## config.mk

```make
export PLATFORM = sky130hd
export DESIGN_NAME = uart_xcvr_flat
export DESIGN_NICKNAME = d
export VERILOG_FILES = /design/src/rtl/uart_xcvr_if.sv /design/src/rtl/uart_xcvr.sv /design/src/flat_wrapper.sv
export SDC_FILE = /design/constraint.sdc
export NUM_CORES = 1
export LEC_CHECK = 0
export CORE_AREA = 2 2 88 90
export CTS_CLUSTER_SIZE = 10
export DETAILED_ROUTE_END_ITERATION = 16
export DIE_AREA = 0 0 90 92
export PLACE_DENSITY = 0.48
export SLEW_MARGIN = 20
export SYNTH_ARGS = -nofsm -noshare
export SYNTH_HDL_FRONTEND = slang
export SYNTH_SLANG_ARGS = --single-unit
```

## constraint.sdc

```tcl
create_clock -name clk -period 4 [get_ports clk]
set_input_delay 0.4 -clock clk [delete_from_list [all_inputs] [get_ports clk]]
set_output_delay 0.4 -clock clk [all_outputs]
set_load 0.005 [all_outputs]
```

## src/rtl/uart_xcvr_if.sv

```systemverilog
// Client-side bundle for the UART transceiver: TX byte handshake, RX word
// delivery and the two serial pins. The DUT takes the slave view.
interface uart_xcvr_if #(
   parameter int DATA_BITS = 8
);
   logic [DATA_BITS-1:0] tx_data;
   logic                 tx_valid;
   logic                 tx_ready;
   logic                 tx;
   logic                 tx_done;
   logic                 rx;
   logic [DATA_BITS-1:0] rx_data;
   logic                 rx_valid;
   logic                 rx_parity_err;
   logic                 rx_frame_err;

   modport master (
      output tx_data, tx_valid, rx,
      input  tx_ready, tx, tx_done, rx_data, rx_valid, rx_parity_err, rx_frame_err
   );

   modport slave (
      input  tx_data, tx_valid, rx,
      output tx_ready, tx, tx_done, rx_data, rx_valid, rx_parity_err, rx_frame_err
   );
endinterface

```

## src/rtl/uart_xcvr.sv

```systemverilog
// Full-duplex UART transceiver: one free-running baud-tick enable shared by
// an independent transmitter and a 16x-oversampled receiver.
module uart_xcvr #(
   parameter int CLK_FREQ   = 1_000_000,
   parameter int BAUD_RATE  = 9600,
   parameter int DATA_BITS  = 8,
   parameter int PARITY     = 0,
   parameter int STOP_BITS  = 1,
   parameter int OVERSAMPLE = 16
) (
   input logic         clk,
   input logic         rst,
   uart_xcvr_if.slave  bus
);
   localparam int DIV_RAW = CLK_FREQ / (BAUD_RATE * OVERSAMPLE);
   localparam int DIV     = (DIV_RAW < 1) ? 1 : DIV_RAW;
   localparam int TCW     = (DIV > 1) ? $clog2(DIV) : 1;
   localparam int OCW     = $clog2(OVERSAMPLE);
   localparam int IDXW    = $clog2(DATA_BITS);

   localparam logic [TCW-1:0]  TICK_LAST = TCW'(DIV - 1);
   localparam logic [OCW-1:0]  BIT_LAST  = OCW'(OVERSAMPLE - 1);
   localparam logic [OCW-1:0]  HALF_LAST = OCW'(OVERSAMPLE / 2 - 1);
   localparam logic [IDXW-1:0] IDX_LAST  = IDXW'(DATA_BITS - 1);
   localparam logic            STOP_LAST = 1'(STOP_BITS - 1);
   localparam logic            ODD       = (PARITY == 1);

   localparam logic [2:0] TX_IDLE = 3'd0, TX_START = 3'd1, TX_DATA = 3'd2,
                          TX_PAR  = 3'd3, TX_STOP  = 3'd4;
   localparam logic [2:0] RX_IDLE = 3'd0, RX_START = 3'd1, RX_DATA = 3'd2,
                          RX_PAR  = 3'd3, RX_STOP  = 3'd4, RX_BREAK = 3'd5;

   logic [TCW-1:0]       tick_cnt;
   logic                 tick;

   logic [2:0]           tx_state;
   logic [OCW-1:0]       tx_cnt;
   logic [IDXW-1:0]      tx_idx;
   logic                 tx_stop;
   logic [DATA_BITS-1:0] tx_shreg;
   logic                 tx_par;
   logic                 tx_line;
   logic                 tx_last;
   logic                 tx_fin;
   logic                 accept;

   logic                 sync1, sync2;
   logic                 rxs;
   logic [2:0]           rx_state;
   logic [OCW-1:0]       rx_cnt;
   logic [IDXW-1:0]      rx_idx;
   logic [DATA_BITS-1:0] rx_shreg;
   logic                 rx_perr_pend;
   logic                 rx_last;
   logic [DATA_BITS-1:0] rx_data_r;
   logic                 rx_perr_r, rx_ferr_r, rx_valid_r;

   assign tick    = (tick_cnt == TICK_LAST);
   assign tx_last = (tx_cnt == BIT_LAST);
   assign rx_last = (rx_cnt == BIT_LAST);
   assign rxs     = sync2;

   // The last stop tick frees the transmitter in the same cycle so a waiting
   // word follows with no idle gap.
   assign tx_fin   = (tx_state == TX_STOP) && tick && tx_last && (tx_stop == STOP_LAST);
   assign accept   = bus.tx_valid && bus.tx_ready;

   assign bus.tx_ready      = (tx_state == TX_IDLE) || tx_fin;
   assign bus.tx_done       = tx_fin;
   assign bus.tx            = tx_line;
   assign bus.rx_data       = rx_data_r;
   assign bus.rx_valid      = rx_valid_r;
   assign bus.rx_parity_err = rx_perr_r;
   assign bus.rx_frame_err  = rx_ferr_r;

   // Free-running divider producing the shared oversample tick.
   always_ff @(posedge clk) begin
      if (rst)                   tick_cnt <= '0;
      else if (tick)             tick_cnt <= '0;
      else                       tick_cnt <= tick_cnt + 1'b1;
   end

   // Transmit FSM; tx is registered so the pin never glitches.
   always_ff @(posedge clk) begin
      if (rst) begin
         tx_state <= TX_IDLE;
         tx_cnt   <= '0;
         tx_idx   <= '0;
         tx_stop  <= 1'b0;
         tx_shreg <= '0;
         tx_par   <= 1'b0;
         tx_line  <= 1'b1;
      end else begin
         case (tx_state)
            TX_START: if (tick) begin
               if (tx_last) begin
                  tx_cnt   <= '0;
                  tx_idx   <= '0;
                  tx_line  <= tx_shreg[0];
                  tx_state <= TX_DATA;
               end else tx_cnt <= tx_cnt + 1'b1;
            end
            TX_DATA: if (tick) begin
               if (tx_last) begin
                  tx_cnt <= '0;
                  if (tx_idx == IDX_LAST) begin
                     tx_stop <= 1'b0;
                     if (PARITY != 0) begin
                        tx_line  <= tx_par;
                        tx_state <= TX_PAR;
                     end else begin
                        tx_line  <= 1'b1;
                        tx_state <= TX_STOP;
                     end
                  end else begin
                     tx_idx   <= tx_idx + 1'b1;
                     tx_line  <= tx_shreg[1];
                     tx_shreg <= tx_shreg >> 1;
                  end
               end else tx_cnt <= tx_cnt + 1'b1;
            end
            TX_PAR: if (tick) begin
               if (tx_last) begin
                  tx_cnt   <= '0;
                  tx_line  <= 1'b1;
                  tx_state <= TX_STOP;
               end else tx_cnt <= tx_cnt + 1'b1;
            end
            TX_STOP: if (tick) begin
               if (tx_last) begin
                  tx_cnt <= '0;
                  if (tx_stop == STOP_LAST) tx_state <= TX_IDLE;
                  else                      tx_stop  <= tx_stop + 1'b1;
               end else tx_cnt <= tx_cnt + 1'b1;
            end
            default: begin
               tx_state <= TX_IDLE;
               tx_line  <= 1'b1;
            end
         endcase
         if (accept) begin
            tx_shreg <= bus.tx_data;
            tx_par   <= (^bus.tx_data) ^ ODD;
            tx_cnt   <= '0;
            tx_line  <= 1'b0;
            tx_state <= TX_START;
         end
      end
   end

   // Two-flop synchroniser for the asynchronous rx pin, idling high.
   always_ff @(posedge clk) begin
      if (rst) begin
         sync1 <= 1'b1;
         sync2 <= 1'b1;
      end else begin
         sync1 <= bus.rx;
         sync2 <= sync1;
      end
   end

   // Receive FSM: mid-bit sampling on ticks, results published at the stop sample.
   always_ff @(posedge clk) begin
      if (rst) begin
         rx_state     <= RX_IDLE;
         rx_cnt       <= '0;
         rx_idx       <= '0;
         rx_shreg     <= '0;
         rx_perr_pend <= 1'b0;
         rx_data_r    <= '0;
         rx_perr_r    <= 1'b0;
         rx_ferr_r    <= 1'b0;
         rx_valid_r   <= 1'b0;
      end else begin
         rx_valid_r <= 1'b0;
         case (rx_state)
            RX_IDLE: if (tick && !rxs) begin
               rx_cnt   <= '0;
               rx_state <= RX_START;
            end
            RX_START: if (tick) begin
               if (rx_cnt == HALF_LAST) begin
                  rx_cnt   <= '0;
                  rx_idx   <= '0;
                  rx_state <= rxs ? RX_IDLE : RX_DATA;
               end else rx_cnt <= rx_cnt + 1'b1;
            end
            RX_DATA: if (tick) begin
               if (rx_last) begin
                  rx_cnt   <= '0;
                  rx_shreg <= {rxs, rx_shreg[DATA_BITS-1:1]};
                  if (rx_idx == IDX_LAST) rx_state <= (PARITY != 0) ? RX_PAR : RX_STOP;
                  else                    rx_idx   <= rx_idx + 1'b1;
               end else rx_cnt <= rx_cnt + 1'b1;
            end
            RX_PAR: if (tick) begin
               if (rx_last) begin
                  rx_cnt       <= '0;
                  rx_perr_pend <= rxs ^ (^rx_shreg) ^ ODD;
                  rx_state     <= RX_STOP;
               end else rx_cnt <= rx_cnt + 1'b1;
            end
            RX_STOP: if (tick) begin
               if (rx_last) begin
                  rx_cnt     <= '0;
                  rx_data_r  <= rx_shreg;
                  rx_perr_r  <= (PARITY != 0) && rx_perr_pend;
                  rx_ferr_r  <= ~rxs;
                  rx_valid_r <= 1'b1;
                  rx_state   <= rxs ? RX_IDLE : RX_BREAK;
               end else rx_cnt <= rx_cnt + 1'b1;
            end
            RX_BREAK: if (tick && rxs) rx_state <= RX_IDLE;
            default: rx_state <= RX_IDLE;
         endcase
      end
   end
endmodule
```

## src/flat_wrapper.sv

```systemverilog
// flat-port wrapper written by rule: the top's interface ports become plain ports
module uart_xcvr_flat 
#(
   parameter int CLK_FREQ   = 1_000_000,
   parameter int BAUD_RATE  = 9600,
   parameter int DATA_BITS  = 8,
   parameter int PARITY     = 0,
   parameter int STOP_BITS  = 1,
   parameter int OVERSAMPLE = 16
)
  (clk, rst, bus_tx_data, bus_tx_valid, bus_rx, bus_tx_ready, bus_tx, bus_tx_done, bus_rx_data, bus_rx_valid, bus_rx_parity_err, bus_rx_frame_err);
  uart_xcvr_if #(.DATA_BITS(DATA_BITS)) bus_i ();
  input logic clk;
  input logic rst;
  input wire logic [$bits(bus_i.tx_data)-1:0] bus_tx_data;
  input wire logic [$bits(bus_i.tx_valid)-1:0] bus_tx_valid;
  input wire logic [$bits(bus_i.rx)-1:0] bus_rx;
  output wire logic [$bits(bus_i.tx_ready)-1:0] bus_tx_ready;
  output wire logic [$bits(bus_i.tx)-1:0] bus_tx;
  output wire logic [$bits(bus_i.tx_done)-1:0] bus_tx_done;
  output wire logic [$bits(bus_i.rx_data)-1:0] bus_rx_data;
  output wire logic [$bits(bus_i.rx_valid)-1:0] bus_rx_valid;
  output wire logic [$bits(bus_i.rx_parity_err)-1:0] bus_rx_parity_err;
  output wire logic [$bits(bus_i.rx_frame_err)-1:0] bus_rx_frame_err;
  assign bus_i.tx_data = bus_tx_data;
  assign bus_i.tx_valid = bus_tx_valid;
  assign bus_i.rx = bus_rx;
  assign bus_tx_ready = bus_i.tx_ready;
  assign bus_tx = bus_i.tx;
  assign bus_tx_done = bus_i.tx_done;
  assign bus_rx_data = bus_i.rx_data;
  assign bus_rx_valid = bus_i.rx_valid;
  assign bus_rx_parity_err = bus_i.rx_parity_err;
  assign bus_rx_frame_err = bus_i.rx_frame_err;
  uart_xcvr #(.CLK_FREQ(CLK_FREQ), .BAUD_RATE(BAUD_RATE), .DATA_BITS(DATA_BITS), .PARITY(PARITY), .STOP_BITS(STOP_BITS), .OVERSAMPLE(OVERSAMPLE)) u_core (.clk(clk), .rst(rst), .bus(bus_i));
endmodule
```

==> results of run 1 <==
where the power goes:
group          total [mW]  internal (mW)  switching, mW
Combinational      0.0600         0.0289         0.0310
Sequential          0.538          0.530        0.00854
Clock               0.320          0.142          0.178
Total               0.918          0.701          0.218
per-stage QoR:
step | util | instances
after detailed placement | 0.371 | 400
after CTS | 0.384 | 408
after global placement | 0.371 | 400
after floorplan | - | 292
final | 0.384 | 408
after global routing | 0.384 | 408
flip-flops by register name, summed over array words and instances, names as in the netlist:
name / count
u_core.rx_idx: 3
u_core.rxs: 1
u_core.bus.rx_frame_err: 1
u_core.tx_cnt: 4
u_core.bus.tx: 1
u_core.bus.rx_valid: 1
u_core.bus.rx_data: 8
u_core.rx_cnt: 4
u_core.tx_idx: 3
u_core.tx_shreg: 8
u_core.sync1: 1
u_core.tx_state: 3
u_core.rx_state: 3
u_core.tick_cnt: 3
u_core.rx_shreg: 8
cells in the final DEF, fill, tap and decap left out, types with 3 or more instances in the layout:
master / netlist / final
clkdlybuf4s50_1: 0 / 23
nor2b_1: 3 / 3
ha_1: 8 / 8
or3b_1: 3 / 3
nand2_1: 35 / 35
inv_1: 8 / 8
nand3_1: 9 / 9
a21oi_1: 22 / 22
a211oi_1: 10 / 10
or3_1: 7 / 7
clkbuf_8: 0 / 6
nor2_1: 35 / 35
mux2i_1: 20 / 20
o21ai_1: 3 / 3
and3_1: 3 / 3
nor3_1: 7 / 7
dfxtp_1: 52 / 52
or2_1: 5 / 5
worst max-delay path: stages (launching register included):
cell and delay [ps]:
dfxtp_1 370, ha_1 210, nand2_1 130, or2_1 390, a21oi_1 190, clkdlybuf4s50_1 510
cell families (layout without fill, tap and decap cells):
logic type	Yosys count	in the layout
adders and majority gates	8	8
xor gates and xnor gates	3	3
DFF	52	52
AOI/OAI and AO/OA	58	58
other	1	1
buffers and inverters	28	42
muxes	20	20
and+or+nand+nor	122	122
worst min-delay path by stage:
stage                 startpoint    endpoint  slack, ps
floorplan           u_core.sync1  u_core.rxs        380
global placement    u_core.sync1  u_core.rxs        410
detailed placement  u_core.sync1  u_core.rxs        390
CTS                 u_core.sync1  u_core.rxs        420
global route        u_core.sync1  u_core.rxs        450
finish              u_core.sync1  u_core.rxs        410
metal layers:
layer	up-vias	part of all wire	wire (µm)
met4	0	0.010	52
met5	-	0	0
met2	16	0.45	2240
li1	1040	-	-
met3	4	0.019	93
met1	919	0.52	2590
layout make-up:
cell class | count | area (µm²)
clock buffers | 6 | 82.6
clock inverters | 2 | 13.8
fillers | 817 | 4580
inverters | 9 | 33.8
multi-input cells | 212 | 1320
flip-flops and latches | 52 | 1040
well taps | 102 | 128
repair buffers | 25 | 243
==> run metrics, run 1 <==
status finished, final reports clean; first-pass GRT wire length 8770 µm; CTS H-tree lvls 2; Core Box Area 7450 µm²; Critical path origin u_core.tick_cnt[0]; P per Cell Area 321 nW/µm²; clk buf depth 2; Max FO, Critical Path 12; Yosys cell types 53; ys async rst share 0; worst-margin pin slew 557 ps; Port Buffer Count 24; count leader, synth dfxtp_1; post-synthesis cell count 292; Post-Synth Simple-Gate Area 0.243; Tcrit/Tclk final 0.622; Die Wd 90 µm; yosys warns 0; Max Slew Vio Count 0; Total GRT Usage 0.128; Max Cap Viol 0; clock sinks 52; register clock-pin slew on the reported worst setup and hold paths 90 ps; met3 Use GR 0.0279; Routed Antenna Nets 0; pre-CTS setup slack 1820 ps; Worst-Skew Late Latency 300 ps; R2R Setup Slk 1820 ps; final wirelength 4980 µm; R2R depth 6; FF-to-FF Start u_core.tick_cnt[0]; clock tree root driver cell clkbuf_8; Post-Synth XOR/XNOR Area 0.0106; Crit path arrival time 2090 ps; largest net degree at the start of global routing 52; number of global-route vias before repair 1,880; Worst EP required 3600 ps; First-pass DRT Iterations 4; sequential fraction of the synthesis area 0.420; post-place instance area 2770 µm²; DR WL/cell 12.2 µm; placer congestion estimate 0.764; Tmin final 2490 ps; Worst Hold Depth 1; dominant cells by area after synthesis dfxtp_1 (42%), mux2i_1 (8.1%), nand2_1 (5.3%); # diodes 0; multiplexer area fraction after synthesis 0.0808; EDFF count, synth 0; GRT Max-Usage Layer met2; Commonest cells post-synth dfxtp_1 (52), nand2_1 (35), nor2_1 (35), a21oi_1 (22), mux2i_1 (20); Hold Path Class reg -> reg; initial antenna violation count 0; clock tree from TritonCTS built; total CTS buffers 5; post-synthesis adder-cell area fraction 0.0404; type of origin of the critical path flop; RSZ-0062 raised after global routing no; largest family of logic cells by synthesized area simple AND/OR/NAND/NOR gates; Via density 4.85; Max Fclk 402 MHz; post-DP HPWL 3430 µm; Synth Flop Type dfxtp_1; Max-slew headroom 0.628; crit path capture type output port; GR Util met1 0.173; total power 0.918 mW; area grow syn2layout 15.5%; WHS 414 ps; Crit Path Category reg -> out; Worst IR Drop VDD 0.149 mV; cell taking the most area after synthesis dfxtp_1; share of cells above drive strength 1 0.0523; final setup vio count 0; Yosys reg bits 52; via count 1,979; Compound-Gate Fraction of Synth Area 0.157; GRT overflow 0; Syn Area/Cell 8.49 µm²; # DRC 0; top-area cell type share of the netlist area 0.420; clock skew 5.42 ps; die area 8280 µm²; postcts setup bufs 0; Worst Setup Slack, final 1510 ps; syn_nets 312; Hold Vio Cnt, Final 0; Post-CTS Hold Buffers 0; Setup Total Neg Slack 0 ps; LEAKAGE 1.02 nW; chip height 92 µm; Post-CTS Resized 0; met2 Usage GRT 0.202; Initial Util 0.333; Netlist Area Pre-Place 2480 µm²; FF-to-FF End u_core.tx_shreg[6]; crit path to bus_tx_ready; row count 32; DRT iter0 DRCs 98; I/O pin count 26; fin nets 325; fin area 2860 µm²
No activity file was read; power rests on OpenSTA's default activity.
==> run 2, diff against run 1 <==
PLACE_DENSITY = 0.5   (was 0.48)
clock period = 2.2 ns   (was 4 ns; I/O delays follow)
==> run 2 against run 1 <==
  * Hold slack lost 260 ps
  * Count of clock-buffer cells in the layout shrank 1
  * Design area grew 2.3%
  * Non-clock buffer count grew 8
  * Core utilization grew 0.89 points
  * Flip-flop and latch count is the same
  * Wire length grew 2.0%
  * Die area is the same
  * Sequential share of layout area shrank 0.70 points
  * First-iteration DRC count shrank 3.1%
  * Worst setup slack lost 1400 ps
  * Critical endpoint unchanged
==> run metrics, run 2 (synthesized netlist as in run 1, its figures left out) <==
first-pass GRT wire length 8890 µm (+1.4%); CTS H-tree lvls 2 (unchanged); final setup vio count 0 (unchanged); # DRC 0 (unchanged); largest net degree at the start of global routing 48 (-7.7%); # diodes 0 (unchanged); Worst EP required 1980 ps (-1620 ps); final wirelength 5080 µm (+2.0%); Tcrit/Tclk final 0.961; Max-slew headroom 0.644 (+0.0162); post-DP HPWL 3430 µm (-0.15%); Max Fclk 473 MHz; register clock-pin slew on the reported worst setup and hold paths 90 ps (about the same); GRT overflow 0 (unchanged); CP Cell Sequence ha_1 -> nand3_2 -> or2_4 -> a21oi_2 -> clkdlybuf4s50_1; P per Cell Area 561 nW/µm² (+75%); First-pass DRT Iterations 4 (unchanged); DRT iter0 DRCs 95 (-3.1%); Die Wd 90 µm (unchanged); LEAKAGE 1.05 nW (+2.7%); row count 32 (unchanged); type of origin of the critical path flop; Worst Setup Slack, final 86.0 ps (-1430 ps); Core Box Area 7450 µm² (unchanged); initial antenna violation count 0 (unchanged); Port Buffer Count 24 (unchanged); delay-heaviest family, CP buffers and inverters; Worst-Skew Late Latency 310 ps (about the same); I/O pin count 26 (unchanged); Largest stage delay, worst path 510 ps (about the same); Via density 4.87 (+0.35%); clock tree from TritonCTS built; DR WL/cell 12.2 µm (+0.31%); Max FO, Critical Path 7 (-5); clock tree root driver cell clkbuf_8; Total GRT Usage 0.128 (+0.000413); status finished, final reports clean; Tmin final 2110 ps; WHS 157 ps (-257 ps); worst-margin pin slew 520 ps (-36.4 ps); crit path capture type output port; clock sinks 52 (unchanged); Initial Util 0.333 (unchanged); Hold Vio Cnt, Final 0 (unchanged); Max Cap Viol 0 (unchanged); pre-CTS setup slack 118 ps (-1700 ps); CP bufs+invs 1 (unchanged); fin nets 333 (+2.5%); commonest non-fill, non-tap cells in the layout dfxtp_1 (49), nand2_1 (35), nor2_1 (34), clkdlybuf4s50_1 (23), a21oi_1 (21); via count 2,020 (+2.1%); Max Slew Vio Count 0 (unchanged); placer congestion estimate 0.750 (-1.9%); clk buf depth 2 (unchanged); area grow syn2layout 18.2%; share of cells above drive strength 1 0.0958 (+0.0436); Worst IR Drop VDD 0.223 mV (+50%); slowest CP cell clkdlybuf4s50_1; number of global-route vias before repair 1,919 (+2.1%); chip height 92 µm (unchanged); Crit Path Category reg -> out; Crit path arrival time 1890 ps (-200 ps); die area 8280 µm² (unchanged); Hold Path Class in -> reg; most common cell after layout, fill and taps aside dfxtp_1; Routed Antenna Nets 0 (unchanged); fillcell total 811 (-0.73%); clock skew 5.98 ps (+0.561 ps); total CTS buffers 5 (unchanged)
## run 2: cell count changes in the layout (fill, tap and decap cells not counted), sizes merged
cell      before  now
buf            2   10
clkbuf         6    5
clkinv         2    1
clkinvlp       0    1
## run 2: area by class of cell
class                      instances  area, µm²  area share
clock buffer                       5       68.8      0.0235
clock inverter                     2       16.3     0.00555
inverter                           9       33.8      0.0115
multi-input combinational        212       1340       0.456
sequential                        52       1040       0.357
tap                              102        128      0.0436
timing repair buffer              33        303       0.103
## run 2: path summary, 6_finish.rpt
path,startpoint,endpoint,slack [ps],cells past startpoint
worst max-delay path,u_core.tx_cnt[0],bus_tx_ready,90,5
worst min-delay path,rst,u_core.sync1,160,2
worst max register to register,u_core.tx_cnt[0],u_core.tx_idx[0],200,7
worst min register to register,u_core.sync1,u_core.rxs,420,1
## run 2: repair_timing
action                                  in CTS  in global routing
gates resized for setup                      2                  5
endpoints found under the setup margin       2                  2
buffers inserted                             0                  3
hold buffers                                 0                  0
pin swaps                                    0                  1
## run 2: per-layer routing
metal,track usage,up-vias,part of all wire
met5,0,-,0
met3,0.0238,6,0.021
li1,-,1068,-
met4,0.0436,0,0.013
met1,0.177,926,0.51
met2,0.201,20,0.45
## run 2: stage by stage
stage	cells	TNS [ps]	area [µm²]	utilization	power [mW]
4_1_cts	412	0	2890	0.388	1.68
6_report	415	0	2930	0.393	1.64
3_3_place_gp	405	0	2800	0.377	1.11
3_5_place_dp	405	0	2800	0.377	1.11
2_1_floorplan	292	0	2480	-	1.07
5_1_grt	415	-0.838	2930	0.393	1.72
## run 2: report_power, final
| part | leakage, nW | switching (mW) | total [mW] | internal (mW) |
|---|---|---|---|---|
| Combinational | 0.585 | 0.0578 | 0.113 | 0.0555 |
| Clock | 0.0406 | 0.329 | 0.552 | 0.223 |
| Sequential | 0.423 | 0.0156 | 0.979 | 0.963 |
==> run 3, diff against run 2 <==
CORE_AREA = 2 2 80 98   (was 2 2 88 90)
DIE_AREA = 0 0 82 100   (was 0 0 90 92)
PLACE_DENSITY = 0.51   (was 0.5)
==> run 3 against run 2 <==
  * Hold slack improved by 220 ps
  * Core utilization barely moved
  * First-iteration DRC count rose by 15%
  * Die area fell by 0.97%
  * Clock skew rose by 1.6 ps
  * Total power fell by 1.1%
  * Clock power fell by 3%
  * Critical path depth rose by 2
  * Non-clock buffer count fell by 2
  * Design area fell by 1.3%
  * Largest cell class unchanged
==> run metrics, run 3 (synthesized netlist as in run 1, its figures left out) <==
RSZ-0062 raised after global routing no; fillcell total 785 (-3.2%); Worst Setup Slack, final 227 ps (+141 ps); GRT overflow 0 (unchanged); GR Util met1 0.161 (-0.0161); Hold Crit Start rst; DRT iter0 DRCs 109 (+15%); met2 Usage GRT 0.219 (+0.0178); Tmin final 1970 ps (-141 ps); chip height 100 µm (+8.7%); Hold Path Class in -> reg; WHS 378 ps (+221 ps); # diodes 0 (unchanged); Initial Util 0.337 (+0.00408); Die Wd 82 µm (-8.9%); FF-to-FF Start u_core.tick_cnt[1]; Setup Total Neg Slack 0 ps (unchanged); initial antenna violation count 0 (unchanged); Via density 5.03 (+3.4%); largest net degree at the start of global routing 20 (-58%); Hold Vio Cnt, Final 0 (unchanged); Post-CTS Hold Buffers 0 (unchanged); met3 Use GR 0.0297 (+0.00585); commonest non-fill, non-tap cells in the layout dfxtp_1 (50), nand2_1 (35), nor2_1 (35), a21oi_1 (22), clkdlybuf4s50_1 (21); GRT Max-Usage Layer met2; fin nets 331 (-0.60%); total CTS buffers 5 (unchanged); Crit Path Category reg -> out; Total GRT Usage 0.130 (+0.00150); LEAKAGE 1.04 nW (-0.54%); post-place instance area 2800 µm² (-0.18%); row count 35 (+9.4%); placed insts 396 (-2.2%); Core Box Area 7360 µm² (-1.2%); register clock-pin slew on the reported worst setup and hold paths 90 ps (about the same); DR WL/cell 11.8 µm (-3.4%); Max-slew headroom 0.615 (-0.0297); Finished Layout Cells 404 (-2.7%); P per Cell Area 563 nW/µm² (+0.25%); First-pass DRT Iterations 4 (unchanged); number of global-route vias before repair 1,867 (-2.7%); Max Fclk 507 MHz (+7.1%); Critical path origin u_core.tick_cnt[1]; I/O pin count 26 (unchanged); pre-CTS setup slack 220 ps (+101 ps); area grow syn2layout 16.6%; # DRC 0 (unchanged); clk buf depth 2 (unchanged); Max Slew Vio Count 0 (unchanged); total power 1.63 mW (-1.1%); post-DP HPWL 3470 µm (+1.1%); Worst-Skew Late Latency 300 ps (about the same); die area 8200 µm² (-0.97%); worst-margin pin slew 564 ps (+43.4 ps); Crit path arrival time 1750 ps (-140 ps); Worst IR Drop VDD 0.264 mV (+18%); share of cells above drive strength 1 0.0769 (-0.0189); fin util 0.393 (-0.000456); crit path capture type output port; Max Cap Viol 0 (unchanged); Max FO, Critical Path 10 (+3); postcts setup bufs 0 (unchanged); clock tree from TritonCTS built; Post-CTS Resized 5 (+3); status finished, final reports clean; via count 2,033 (+0.64%); first-pass GRT wire length 8490 µm (-4.5%); final setup vio count 0 (unchanged); placer congestion estimate 0.797 (+6.2%); clock sinks 52 (unchanged); CTS H-tree lvls 2 (unchanged); Worst EP required 1980 ps (about the same); Port Buffer Count 24 (unchanged); clock skew 7.57 ps (+1.59 ps); type of origin of the critical path flop; clock tree root driver cell clkbuf_8; most common cell after layout, fill and taps aside dfxtp_1; Tcrit/Tclk final 0.897 (-0.0640); Routed Antenna Nets 0 (unchanged); final wirelength 4780 µm (-5.9%); fin area 2890 µm² (-1.3%)
[run 3: routing by layer]
layer | part of all wire | up-vias | routed length (µm)
met5 | 0 | - | 0
met4 | 0.012 | 0 | 57
met3 | 0.027 | 5 | 129
met2 | 0.48 | 27 | 2310
met1 | 0.48 | 944 | 2280
li1 | - | 1057 | -
[run 3: where the power goes]
group          switching, mW  total [mW]  leakage (nW)  internal, mW
Combinational         0.0564       0.110         0.579        0.0539
Clock                  0.310       0.537        0.0414         0.227
Sequential            0.0159       0.979         0.423         0.963
Total                  0.382        1.63          1.04          1.24
[run 3: worst max-delay path: stages, from the launching register on]
cell and delay [ps]:
dfxtp_1 320, inv_1 60, ha_2 190, nand2_1 80, or2_1 260, buf_4 180, a21oi_1 140, dlygate4sd2_1 250
[run 3: area by class of cell]
class,count,area [µm²],area share
well taps,92,115,0.0398
multi-input cells,212,1320,0.458
flip-flops and latches,52,1040,0.361
clock buffers,6,72.6,0.0251
clock inverters,2,16.3,0.00563
inverters,9,33.8,0.0117
repair buffers,31,285,0.0987
[run 3: path summary, 6_finish.rpt]
| check | to | slack, ps | cells past startpoint |
|---|---|---|---|
| worst max register to register | u_core.tx_shreg[5] | 240 | 7 |
| worst min-delay path | u_core.bus.rx_data[2] | 380 | 2 |
| worst min register to register | u_core.rxs | 410 | 1 |
| worst max-delay path | bus_tx_ready | 230 | 7 |
